<file path="config.mk">
export PLATFORM = sky130hd
export DESIGN_NAME = stack_seq
export DESIGN_NICKNAME = d
export VERILOG_FILES = /design/src/rtl/stack_seq.sv
export SDC_FILE = /design/constraint.sdc
export NUM_CORES = 1
export LEC_CHECK = 0
export CORE_ASPECT_RATIO = 1.75
export CORE_MARGIN = 1.5
export CORE_UTILIZATION = 30
export DETAILED_ROUTE_END_ITERATION = 10
export PLACE_DENSITY = 0.56
export SKIP_CTS_REPAIR_TIMING = 1
export SLEW_MARGIN = 20
export SYNTH_ARGS = -nofsm -noshare
export SYNTH_HDL_FRONTEND = slang
export SYNTH_SLANG_ARGS = --single-unit
</file>
<file path="constraint.sdc">
create_clock -name cpu_clk -period 2.4 [get_ports cpu_clk]
set_input_delay 0.48 -clock cpu_clk [delete_from_list [all_inputs] [get_ports cpu_clk]]
set_output_delay 0.48 -clock cpu_clk [all_outputs]
set_load 0.01 [all_outputs]
</file>
<file path="src/rtl/stack_seq.sv">
// -----------------------------------------------------------------------------
// stack_seq
// Sequences the register-list stack transfers (PSHS/PSHU/PULS/PULU). The 8-bit
// postbyte mask is walked one byte at a time in 6809 stacking order. Each byte
// produces one memory request and names the register and byte half involved.
// A working stack pointer is kept and written back once when the list is done.
//
// Optional build macro: STACK_SEQ_FULL_FRAME_EN
//   Adds input full_frame. When it is high on start, the mask becomes 0xFF and
//   the S stack is used, giving the 12-byte interrupt/RTI frame.
//
// Ports
//   cpu_clk, cpu_reset_n : clock, asynchronous active-low reset
//   start                : one-cycle request; sampled only in IDLE
//   pull                 : 1 = pull (load registers), 0 = push (store)
//   use_s                : 1 = S stack (bit6 = U), 0 = U stack (bit6 = S)
//   regmask              : postbyte register list
//   sp_in                : current S or U value
//   full_frame           : (macro only) force the full interrupt frame
//   mem_ack              : memory cycle complete; may come with mem_req
//   mem_req/mem_we       : request and direction, held until mem_ack
//   mem_addr             : byte address of the current access
//   reg_sel/reg_hi       : register number (TFR/EXG code) and byte half
//   reg_we               : pull only; pulses with mem_ack to load reg_sel/reg_hi
//   sp_out/sp_we         : final pointer and its one-cycle write strobe
//   busy/done            : activity flag and one-cycle completion pulse
//   dbg_state_o          : current FSM state
//
// Handshake: mem_req, mem_we, mem_addr, reg_sel and reg_hi are driven only from
// registered state and stay stable while mem_req is high. A byte completes on
// the rising edge where mem_req and mem_ack are both high; the next byte (if
// any) is presented in the following cycle with mem_req still high.
// -----------------------------------------------------------------------------
module stack_seq #(
   parameter int AW = 16
) (
   input  logic          cpu_clk,
   input  logic          cpu_reset_n,
   input  logic          start,
   input  logic          pull,
   input  logic          use_s,
   input  logic [7:0]    regmask,
   input  logic [AW-1:0] sp_in,
`ifdef STACK_SEQ_FULL_FRAME_EN
   input  logic          full_frame,
`endif
   input  logic          mem_ack,
   output logic          mem_req,
   output logic          mem_we,
   output logic [AW-1:0] mem_addr,
   output logic [3:0]    reg_sel,
   output logic          reg_hi,
   output logic          reg_we,
   output logic [AW-1:0] sp_out,
   output logic          sp_we,
   output logic          busy,
   output logic          done,
   output logic [1:0]    dbg_state_o
);

   localparam logic [1:0] ST_IDLE   = 2'd0;
   localparam logic [1:0] ST_ACCESS = 2'd1;
   localparam logic [1:0] ST_FINISH = 2'd2;

   localparam logic [AW-1:0] PTR_ONE = {{(AW-1){1'b0}}, 1'b1};

   // Register codes in TFR/EXG encoding
   localparam logic [3:0] RN_X  = 4'h1;
   localparam logic [3:0] RN_Y  = 4'h2;
   localparam logic [3:0] RN_U  = 4'h3;
   localparam logic [3:0] RN_S  = 4'h4;
   localparam logic [3:0] RN_PC = 4'h5;
   localparam logic [3:0] RN_A  = 4'h8;
   localparam logic [3:0] RN_B  = 4'h9;
   localparam logic [3:0] RN_CC = 4'hA;
   localparam logic [3:0] RN_DP = 4'hB;

   logic [1:0]    state_q,    state_d;
   logic          pull_q,     pull_d;
   logic          use_s_q,    use_s_d;
   logic [7:0]    rem_mask_q, rem_mask_d;
   logic [AW-1:0] ptr_q,      ptr_d;
   logic          second_q,   second_d;   // second byte of a 16-bit register

   logic [2:0]    cur_idx;
   logic          cur_is16;
   logic          last_byte;
   logic [7:0]    mask_eff;
   logic          use_s_eff;
   logic          in_access;

   // Effective transfer request as seen at start
`ifdef STACK_SEQ_FULL_FRAME_EN
   assign mask_eff  = full_frame ? 8'hFF : regmask;
   assign use_s_eff = full_frame ? 1'b1  : use_s;
`else
   assign mask_eff  = regmask;
   assign use_s_eff = use_s;
`endif

   // Next register to transfer: pushes take the highest remaining bit first
   // (PC end of the list), pulls take the lowest (CC end).
   always_comb begin
      cur_idx = 3'd0;
      if (pull_q) begin
         for (int i = 7; i >= 0; i--) begin
            if (rem_mask_q[i]) cur_idx = 3'(i);
         end
      end else begin
         for (int i = 0; i < 8; i++) begin
            if (rem_mask_q[i]) cur_idx = 3'(i);
         end
      end
   end

   // Mask bits 7..4 are the 16-bit registers PC, U/S, Y, X
   assign cur_is16  = cur_idx[2];
   assign last_byte = !cur_is16 || second_q;
   assign in_access = (state_q == ST_ACCESS);

   always_comb begin
      state_d    = state_q;
      pull_d     = pull_q;
      use_s_d    = use_s_q;
      rem_mask_d = rem_mask_q;
      ptr_d      = ptr_q;
      second_d   = second_q;
      case (state_q)
         ST_IDLE: begin
            if (start) begin
               pull_d     = pull;
               use_s_d    = use_s_eff;
               rem_mask_d = mask_eff;
               ptr_d      = sp_in;
               second_d   = 1'b0;
               state_d    = (mask_eff != 8'h00) ? ST_ACCESS : ST_FINISH;
            end
         end
         ST_ACCESS: begin
            if (mem_ack) begin
               ptr_d = pull_q ? (ptr_q + PTR_ONE) : (ptr_q - PTR_ONE);
               if (last_byte) begin
                  rem_mask_d = rem_mask_q & ~(8'h01 << cur_idx);
                  second_d   = 1'b0;
                  if (rem_mask_d == 8'h00) state_d = ST_FINISH;
               end else begin
                  second_d = 1'b1;
               end
            end
         end
         ST_FINISH: begin
            state_d = ST_IDLE;
         end
         default: begin
            state_d = ST_IDLE;
         end
      endcase
   end

   always_ff @(posedge cpu_clk or negedge cpu_reset_n) begin
      if (!cpu_reset_n) begin
         state_q    <= ST_IDLE;
         pull_q     <= 1'b0;
         use_s_q    <= 1'b0;
         rem_mask_q <= 8'h00;
         ptr_q      <= '0;
         second_q   <= 1'b0;
      end else begin
         state_q    <= state_d;
         pull_q     <= pull_d;
         use_s_q    <= use_s_d;
         rem_mask_q <= rem_mask_d;
         ptr_q      <= ptr_d;
         second_q   <= second_d;
      end
   end

   // Register naming for the current byte. Bit6 always names the stack that
   // is not in use.
   logic [3:0] sel_raw;
   always_comb begin
      sel_raw = RN_CC;
      case (cur_idx)
         3'd0: sel_raw = RN_CC;
         3'd1: sel_raw = RN_A;
         3'd2: sel_raw = RN_B;
         3'd3: sel_raw = RN_DP;
         3'd4: sel_raw = RN_X;
         3'd5: sel_raw = RN_Y;
         3'd6: sel_raw = use_s_q ? RN_U : RN_S;
         3'd7: sel_raw = RN_PC;
         default: sel_raw = RN_CC;
      endcase
   end

   // Push stores low byte first (at the higher address), pull loads high first
   assign reg_hi   = in_access && cur_is16 && (pull_q ? !second_q : second_q);
   assign reg_sel  = in_access ? sel_raw : 4'h0;
   assign mem_req  = in_access;
   assign mem_we   = in_access && !pull_q;
   assign mem_addr = !in_access ? '0 : (pull_q ? ptr_q : (ptr_q - PTR_ONE));
   assign reg_we   = in_access && pull_q && mem_ack;

   assign done        = (state_q == ST_FINISH);
   assign sp_we       = done;
   assign sp_out      = done ? ptr_q : '0;
   assign busy        = (state_q != ST_IDLE);
   assign dbg_state_o = state_q;

endmodule

</file>
Yosys cells after proc, flatten, opt, wreduce, memory -nomap -nowiden
Cells that the tools add are included.
Word-level totals
  input bits: 30
  register bits after elaboration: 29
  output and inout port bits: 45
  word-level logic and storage cells: 84
Operators by class
  equality and inequality tests: 13
  reductions and logical operators: 19
  mux-type cells: 41
  bitwise operators: 2
  shift operators: 1
  add/subtract/negate cells: 2
Operator list (number)
  $mux 16: 6
  $mux 3: 16
  $pmux 16 s2: 1
  $pmux 4 s8: 1
  $mux 8: 3
  $add 16x1->16 const B: 1
  $pmux 8 s2: 1
  $sub 16x1->16 const B: 1
  $eq 3x3->1 const B: 4
  $mux 2: 5
  $and 8x8->8: 1
  $logic_not 8->1: 1
  $not 8->8: 1
  $reduce_and 4->1: 2
  $reduce_bool 8->1: 1
  $shl 1x3->8 const A: 1
  $eq 3x2->1 const B: 2
  $ne 2x2->1 const B: 3
  $logic_and 1x1->1: 5
  $mux 1: 5
  $mux 4: 1
  $pmux 2 s2: 1
  $reduce_bool 2->1: 2
  $eq 3x1->1 const B: 1
  other kinds (10): 12

Depth between registers and ports, before layout
Gate-level depths: netlist of run 1.
  word-level depth: 17
  gate-level depth with buffers: 8
  depth with buffers taken out: 8

Least setup slack after synthesis of run 1
OpenSTA, ideal clock, no wires.
  path kind: register -> output
  start point: register rem_mask_q[7]
  end point: output port reg_sel[1]
  buffers on the path: 1
  cell stages (with the launch flop): 8
  path slack: 0.035 ns
  required time: 1.920 ns
  arrival time: 1.885 ns
  cell sequence: dfrtp_1 -> or2_1 -> o31ai_1 -> or2_1 -> clkbuf_1 -> nor3_1 -> or3_1 -> a21oi_1
Between the ends
  cells in the longest elaborated chain, start to end: 12
  elaborated cells on any way between the ends: 20
  those cells by class: eq/ne (7); mux (12); reduce/logical (1)
Ends and longest elaborated chain
  from (decl): RTL line 81  | logic [7:0] rem_mask_q, rem_mask_d;
  from (signal assigned): RTL line 172  | rem_mask_q <= rem_mask_d;
  $mux 3 (8 in a row): RTL line 107  | if (rem_mask_q[i]) cur_idx = 3'(i);
  $mux 3 *: RTL line 105  | if (pull_q) begin
  $eq 3x3->1, or another cell as far along: RTL line 183  | case (cur_idx)
  $pmux 4 s8 *: RTL line 183
  $mux 4 *: RTL line 198  | assign reg_sel = in_access ? sel_raw : 4'h0;
  to (decl): RTL line 51  | output logic [3:0] reg_sel,
Every way passes the cells marked *; elsewhere a longest branch is shown, timed or not.

Final worst setup path of run 1
  start point: register ptr_q[2]
  end point: output port mem_addr[11]
Between the ends
  cells in the longest elaborated chain, start to end: 3
Ends and longest elaborated chain
  from (decl): RTL line 82  | logic [AW-1:0] ptr_q, ptr_d;
  from (signal assigned): RTL line 173  | ptr_q <= ptr_d;
  $sub 16x1->16: RTL line 201  | assign mem_addr = !in_access ? '0 : (pull_q ? ptr_q : (ptr_q - PTR_ONE));
  $mux 16 (2 in a row): RTL line 201
  to (decl): RTL line 50  | output logic [AW-1:0] mem_addr,
No other way between the ends.

==> results of run 1 <==
## registers in the layout, summed over array words and instances (netlist names)
register	cells
use_s_q	1
second_q	1
pull_q	1
ptr_q	16
dbg_state_o	2
rem_mask_q	8
## power breakdown
part	internal, uW	switching (uW)
sequential	722	262
combinational	2650	2830
clock	439	234
## cell usage after synthesis (all sizes together) (7+ instances only)
master	count	share of area [%]
a211oi	7	2.1
a21oi	27	5.3
a22o	12	4.1
and3	15	3.7
clkbuf	22	3.3
dfrtp	29	28
inv	20	2.9
nand2	12	1.8
nand3	9	1.8
nor2	40	5.9
nor3	25	5.1
nor4	8	2.5
o21ai	29	5.7
xnor2	11	3.8
## critical path, stage by stage (launching register included)
cell            delay (ns)
dfrtp_1               0.42
nor4_4                0.30
buf_4                 0.16
nand4b_4              0.11
or4_4                 0.44
nor3_2                0.14
xnor2_1               0.14
nor2_1                0.06
dlymetal6s2s_1        0.17
## routing by layer
metal  vias to the layer above  track usage (%)  part of all wire (%)
li1                       1556                -                     -
met1                      1534             24.6                    36
met2                       118             42.1                    54
met3                        28             2.98                   4.1
met4                         0             14.9                   5.4
met5                         -                0                     0
## worst max path at each step
stage | endpoint | startpoint | depth (start not counted) | slack [ns]
after floorplan | reg_sel[1] | rem_mask_q[7]$_DFFE_PN0P_ | 7 | 0.04
after global routing | reg_sel[0] | rem_mask_q[1]$_DFFE_PN0P_ | 6 | -0.38
final | mem_addr[11] | ptr_q[2]$_DFFE_PN0P_ | 8 | -0.30
after global placement | reg_sel[0] | rem_mask_q[7]$_DFFE_PN0P_ | 8 | -0.38
after CTS | reg_sel[0] | rem_mask_q[3]$_DFFE_PN0P_ | 6 | -0.71
after detailed placement | reg_sel[0] | rem_mask_q[3]$_DFFE_PN0P_ | 6 | -0.40
## kinds of logic after synthesis
group,after synthesis
fa+ha+maj,5
xor+xnor,15
flops,29
buf+inv,48
compound gates,113
simple gates,134
## final cells by class
| cell class | instances | area [sq um] |
|---|---|---|
| tap | 92 | 115 |
| multi-input combinational | 267 | 1890 |
| clock inverter | 1 | 5.00 |
| timing repair buffer | 168 | 1490 |
| sequential | 29 | 728 |
| inverter | 20 | 75.1 |
| fill | 842 | 3800 |
| clock buffer | 7 | 153 |
## stage by stage
| step | utilization (%) | area (sq um) |
|---|---|---|
| CTS | 48.8 | 4030 |
| floorplan | - | 2550 |
| finish | 54.0 | 4460 |
| detailed placement | 46.9 | 3870 |
| global placement | 46.9 | 3870 |
| global route | 54.0 | 4460 |
==> reports/qor.txt, run 1 <==
Status: finished with violations
Failing checks: setup timing
Fin. max-slew vios: 0
Asr flop ratio synth: 100%
CTS buffer count: 5
Startpoint Class: flop
Commonest register cell after synthesis: dfrtp_1
Drt pass-1 iters: 4
Endpoint, Worst Hold: second_q$_DFFE_PN0P_
Vias/cell: 5.54
IO Pins: 75
Final WS setup: -0.303 ns
PortBufs: 74
Initial DRC count: 168
# placed instances: 557
Crit path required time: 1.92 ns
Cells after Synth: 344
Worst skew pair latency: 0.28 ns
# rows: 44
Synth Net Count: 378
Post-layout net count: 525
WS Path Type: flop to primary output
Die Wd: 72.8 um
Register area share after synthesis: 28.4%
Min Tclk post-route: 2.70 ns
Routed WL per cell: 18.5 um
R2R depth: 8
Final Cycle Share: 113%
Hold Path Class: flop to flop
Synth cell types: 52
Post-synthesis mux area share: 0%
Worst-margin pin slew: 0.444 ns
Root Driver: clkbuf_16
Post-synthesis simple-gate area fraction: 27.8%
Area of the core: 8260 sq um
Final hold violations: 0
CP Capture Type: primary output
Peak VDD IR: 0.772 mV
Dpl ws: -0.395 ns
Worst Hold Launch: second_q$_DFFE_PN0P_
Via count: 3236
Dpl hpwl: 7.98 mm
Largest family of logic cells by synthesized area: compound AO/OA/AOI/OAI gates
DIE AREA: 9100 sq um
RD Place Congestion: 0.988
Max Clock Freq: 370 MHz
H-tree levels: 2
Drt drc: 0
CTS tree: done
Max-cap viol count: 0
Final setup violation count: 13
#FFs+latches synth: 29
Area growth syn-to-layout: 74.4%
ANT nets after route: 0
Number of flops mapped to enable cells by yosys: 0
Initial core utilization: 30.9%
Worst r2r src: rem_mask_q[1]$_DFFE_PN0P_
Min Hold Slack: 0.552 ns
Syn Area/Cell: 7.43 sq um
Static Leak: 0.00201 uW
Worst hold stages: 2
CTS max path bufs: 2
Xor/xnor share of the synthesized area: 5.14%
Compound-Gate Fraction of Synth Area: 28.8%
Fin Setup TNS: -2.16 ns
CP arrival: 2.22 ns
First-pass GRT wire length: 16.2 mm
Total wire length: 10.8 mm
CTS sink count: 29
Initial antenna violation count: 0
RSZ-0062 raised after global routing: true
Syn. warnings: 0
N_diodes: 0
Post-Layout Cell Count: 584
Design Power: 7140 uW
Share of cells above drive strength 1: 33.3%
CP Max Fanout: 2
Mapped Area: 2550 sq um
Most frequent cells in the layout: 74 x buf_4, 53 x clkdlybuf4s50_1, 33 x nor2_1
Clock Skew: 0.00508 ns
RR Endpoint: dbg_state_o[0]$_DFFE_PN0P_
PwrDens: 1600 nW/um^2
Synth Area in Adders: 2.40%
Flop-to-flop setup slack: -0.07 ns
Clock transition at path regs: 0.05 ns
Grt ovf: 0
Die height: 125 um
Commonest non-fill, non-tap cell in the layout: buf_4
Vias in the first global route: 3209
Largest net degree at the start of global routing: 30
Slew margin rel.: 70.3%
Gr usage total: 23.4%
No activity file was read; power rests on OpenSTA's default activity.
==> run 2: changes to the inputs <==
Settings changed: CORE_MARGIN 1.5 to default, PLACE_DENSITY 0.56 to default, PLACE_DENSITY_LB_ADDON from default to 0.15.
==> run 2 against run 1 <==
The run still ends with setup timing left. Sequential power down 1%. Sequential share of layout area is 0.59 points higher. Critical path type unchanged. Count of clock-buffer cells in the layout shrank 2. Critical path depth shrank 1.
==> reports/qor.txt, run 2 (synthesis results as in run 1) <==
Gr usage total: 23.9% (+0.48 points)
DIE AREA: 8900 sq um (-2.2%)
Final hold violations: 0 (unchanged)
Final WS setup: -0.230 ns (+0.0733 ns)
Root Driver: clkbuf_16
CP Capture Type: primary output
Clock Skew: 0.00803 ns (+0.00296 ns)
Slowest cell on the critical path: or4_4
PwrDens: 1600 nW/um^2 (+0.19%)
CTS sink count: 29 (unchanged)
Area of the core: 8260 sq um (unchanged)
Max Clock Freq: 380 MHz (+2.8%)
WS Path Type: flop to primary output
R2R depth: 7 (-1)
# rows: 44 (unchanged)
Max-cap viol count: 0 (unchanged)
Most flops, register: ptr_q
Initial antenna violation count: 0 (unchanged)
Vias/cell: 5.63 (+1.5%)
ANT nets after route: 0 (unchanged)
PortBufs: 74 (unchanged)
First-pass GRT wire length: 15.9 mm (-2.1%)
Initial DRC count: 135 (-20%)
Endpoint, Worst Hold: second_q$_DFFE_PN0P_
N_diodes: 0 (unchanged)
Post-layout net count: 512 (-2.5%)
Drt pass-1 iters: 4 (unchanged)
Routed WL per cell: 19.1 um (+3.1%)
Worst skew pair latency: 0.29 ns (about the same)
Fin. max-slew vios: 0 (unchanged)
Most frequent cells in the layout: 73 x buf_4, 53 x clkdlybuf4s50_1, 35 x nor2_1
IO Pins: 75 (unchanged)
CTS tree: done
Flop-to-flop setup slack: -0.02 ns (+0.05 ns)
Worst Hold Launch: second_q$_DFFE_PN0P_
Startpoint Class: flop
Worst r2r src: rem_mask_q[3]$_DFFE_PN0P_
Design Power: 6890 uW (-3.5%)
RD Place Congestion: 0.943 (-4.5%)
Die height: 124 um (-0.80%)
CP Max Fanout: 3 (+1)
Peak VDD IR: 0.693 mV (-10%)
Worst-margin pin slew: 0.607 ns (+0.163 ns)
Area growth syn-to-layout: 68.1%
Min Tclk post-route: 2.63 ns (-0.0733 ns)
Share of cells above drive strength 1: 30.9% (-2.4 points)
Drt drc: 0 (unchanged)
Crit-path cells: or4_4, buf_6, a22oi_2, buf_4, nand2_2, a221oi_2, buf_2
RSZ-0062 raised after global routing: true
Die Wd: 71.8 um (-1.4%)
Delay-heaviest family, CP: simple AND/OR/NAND/NOR gates
CTS buffer count: 5 (unchanged)
CP arrival: 2.15 ns (-0.07 ns)
H-tree levels: 2 (unchanged)
Static Leak: 0.00191 uW (-4.7%)
CTS max path bufs: 2 (unchanged)
CP bufs+invs: 3 (+1)
Initial core utilization: 30.9% (unchanged)
Commonest non-fill, non-tap cell in the layout: buf_4
Vias in the first global route: 3167 (-1.3%)
Hold Path Class: flop to flop
Dpl hpwl: 7.91 mm (-0.88%)
Slew margin rel.: 59.1% (-11 points)
Failing checks: setup timing
Crit path required time: 1.92 ns (about the same)
Dpl ws: -0.335 ns (+0.0603 ns)
Worst hold stages: 2 (unchanged)
Max reg flops: 16 (unchanged)
RR Endpoint: rem_mask_q[4]$_DFFE_PN0P_
Final setup violation count: 9 (-4)
Max stage delay on crit path: 0.55 ns (+0.11 ns)
Final Cycle Share: 110% (-3.1 points)
Via count: 3213 (-0.71%)
Largest net degree at the start of global routing: 34 (+13%)
Clock transition at path regs: 0.06 ns (about the same)
Total wire length: 10.9 mm (+0.76%)
Grt ovf: 0 (unchanged)
Status: finished with violations
## run 2: cell types whose count changed in the layout (fill, tap and decap cells not counted), sizes merged
cell and change:
clkbuf -3, clkinvlp +1, clkinv +1, buf -12
## run 2: worst min-delay path, delay by kind of cell, from the launching register on
kind             cells  cell delay, ns
AND/OR/NAND/NOR      2            0.15
flip-flops           1            0.40
## run 2: layer usage
metal	track usage, %	share of wire, %
met4	17.0	5.5
met1	24.5	38
met3	2.51	2.3
met2	44.3	54
met5	0	0
## run 2: worst max-delay path by stage
stage,startpoint,end,cells after the start
5_1_grt,ptr_q[2]$_DFFE_PN0P_,mem_addr[11],7
4_1_cts,rem_mask_q[3]$_DFFE_PN0P_,reg_sel[0],6
2_1_floorplan,rem_mask_q[7]$_DFFE_PN0P_,reg_sel[1],7
6_report,rem_mask_q[3]$_DFFE_PN0P_,reg_sel[0],7
3_3_place_gp,rem_mask_q[3]$_DFFE_PN0P_,reg_sel[2],5
3_5_place_dp,rem_mask_q[3]$_DFFE_PN0P_,reg_sel[0],6
## run 2: where the power goes
part / total, uW / switching, uW / leakage (uW) / internal, uW
Clock: 632 / 252 / 0.0000696 / 380
Sequential: 973 / 252 / 0.000355 / 720
Combinational: 5280 / 2830 / 0.00149 / 2450
Total: 6890 / 3340 / 0.00191 / 3550
## run 2: metrics by stage
stage | instances | TNS (ns) | cell area (sq um) | hold slack (ns) | utilization, %
2_1_floorplan | 344 | 0 | 2550 | 0.184 | -
3_3_place_gp | 550 | -1.99 | 3820 | 0.540 | 46.2
3_5_place_dp | 550 | -2.14 | 3820 | 0.555 | 46.2
4_1_cts | 558 | -7.85 | 3960 | 0.568 | 48.0
5_1_grt | 571 | -1.77 | 4290 | 0.619 | 52.0
6_report | 571 | -0.974 | 4290 | 0.582 | 52.0
## run 2: final cells by class
cell class                 instances  area (sq um)
fill                             817          3960
multi-input combinational        267          1880
timing repair buffer             155          1350
sequential                        29           727
clock buffer                       5           125
tap                               92           115
inverter                          20          75.1
clock inverter                     3          17.5
==> RTL edit, RTL diff (flow settings as in run 1) <==
Put one more register stage on the output `dbg_state_o`, with the module's reset. The value now appears one clock later. The other outputs are not delayed to match.
--- a/src/rtl/stack_seq.sv
+++ b/src/rtl/stack_seq.sv
@@ -207,3 +207,9 @@
    assign busy        = (state_q != ST_IDLE);
-   assign dbg_state_o = state_q;
+   always_ff @(posedge cpu_clk or negedge cpu_reset_n) begin
+      if (!cpu_reset_n) begin
+         dbg_state_o <= '0;
+      end else begin
+         dbg_state_o <= state_q;
+      end
+   end
 
Check against the original RTL: not equivalent (Yosys sat finds a counterexample within 4 cycles, from zero or initial values and one cycle with cpu_reset_n low).
==> RTL edit against run 1 <==
The flow still finishes with violations (negative setup slack); area after synthesis rose by 5.4%; critical endpoint is now mem_addr[14]; wire length fell by 2.0%; core utilization fell by 1.7 points; sequential cell count rose by 2; register-to-register slack improved by 0.12 ns; largest cell class unchanged; worst setup slack improved by 0.13 ns; critical path type unchanged; design area rose by 1.6%; global-route usage fell by 1.4 points; worst hold slack improved by 0.0028 ns; die area rose by 5.3%; power fell by 0.55%.
==> RTL edit: results (changes against run 1) <==
layout:
  drive_above_1_share_pct: 33.4  # +0.067 points
  fin_nets: 527  # +0.38%
synthesis:
  synth_compound_area_share_pct: 28.2  # -0.56 points
  seq_area_frac_synth_pct: 28.8  # +0.39 points
  ys_top_cells_by_count: "36 x nor2_1, 35 x a21oi_1, 31 x dfrtp_1"
  syn_avg_cell_area_um2: 7.83  # +5.4%
  muxShareOfSynthArea_pct: 0.418  # +0.42 points
  ys_types: 61  # +17%
placement:
  place_ws_ns: -0.297  # +0.0981 ns
  gp_congestion: 0.905  # -8.4%
detailed_routing:
  vias: 3208  # -0.87%
  drtIter0Drc: 220  # +31%
  viasPerCell: 5.25  # -5.2%
  post_drt_wl_per_cell_um: 17.4  # -6.4%
grt:
  grt_usage_pct: 21.9  # -1.4 points
  use_met3_pct: 2.98  # -0.0057 points
  use_met2_pct: 41.5  # -0.55 points
  grt_pass1_wl_um: 15400  # -4.7%
  grt_start_max_net_pins: 32  # +6.7%
  use_met1_pct: 21.1  # -3.5 points
timing:
  setup_viol: 9  # -4
  postLayoutSetupSlackWorst_ns: -0.176  # +0.127 ns
  slew_headroom_pct: 67.9  # -2.4 points
  tns_ns: -1.03  # +1.13 ns
critical_path:
  crit_fanout: 3  # +1
  critPathArrivalTime_ns: 2.10  # -0.12 ns
  startpoint: "ptr_q[1]"
  cpPeakStageDelay_ns: 0.40  # -0.04 ns
power:
  ir_worst_vdd_mv: 1.23  # +60%
  seq_power_mw: 1.05  # +7%
status:
  violations: "negative setup slack"
  status: "finished, violations left"
-- RTL edit: cell count changes after synthesis, sizes merged, moves of 6 or more --
cell | before | now
a21oi | 27 | 36
and2 | 3 | 17
and3 | 15 | 7
buf | 6 | 14
clkbuf | 22 | 15
nor3 | 25 | 19
o21ai | 29 | 23
-- RTL edit: layout make-up --
type	count	area [um^2]
clock buffer	8	156
fill	857	4140
inverter	20	78.8
multi-input combinational	264	1860
sequential	31	782
tap	117	146
timing repair buffer	171	1500
-- RTL edit: final timing paths --
kind,slack [ns],to,cells past startpoint
hold / removal,0.55,dbg_state_o[1],1
setup / recovery,-0.18,mem_addr[14],9
hold reg to reg,0.55,dbg_state_o[1],1
setup reg to reg,0.05,state_q[0],10
min in group asynchronous,0.60,rem_mask_q[5],2
max in group asynchronous,1.45,pull_q,2
-- RTL edit: per-layer routing --
layer  vias to the layer above  wire length [um]
li1                       1539                 -
met1                      1530              3800
met2                       113              5820
met3                        26               429
met5                         -                 0
met4                         0               550
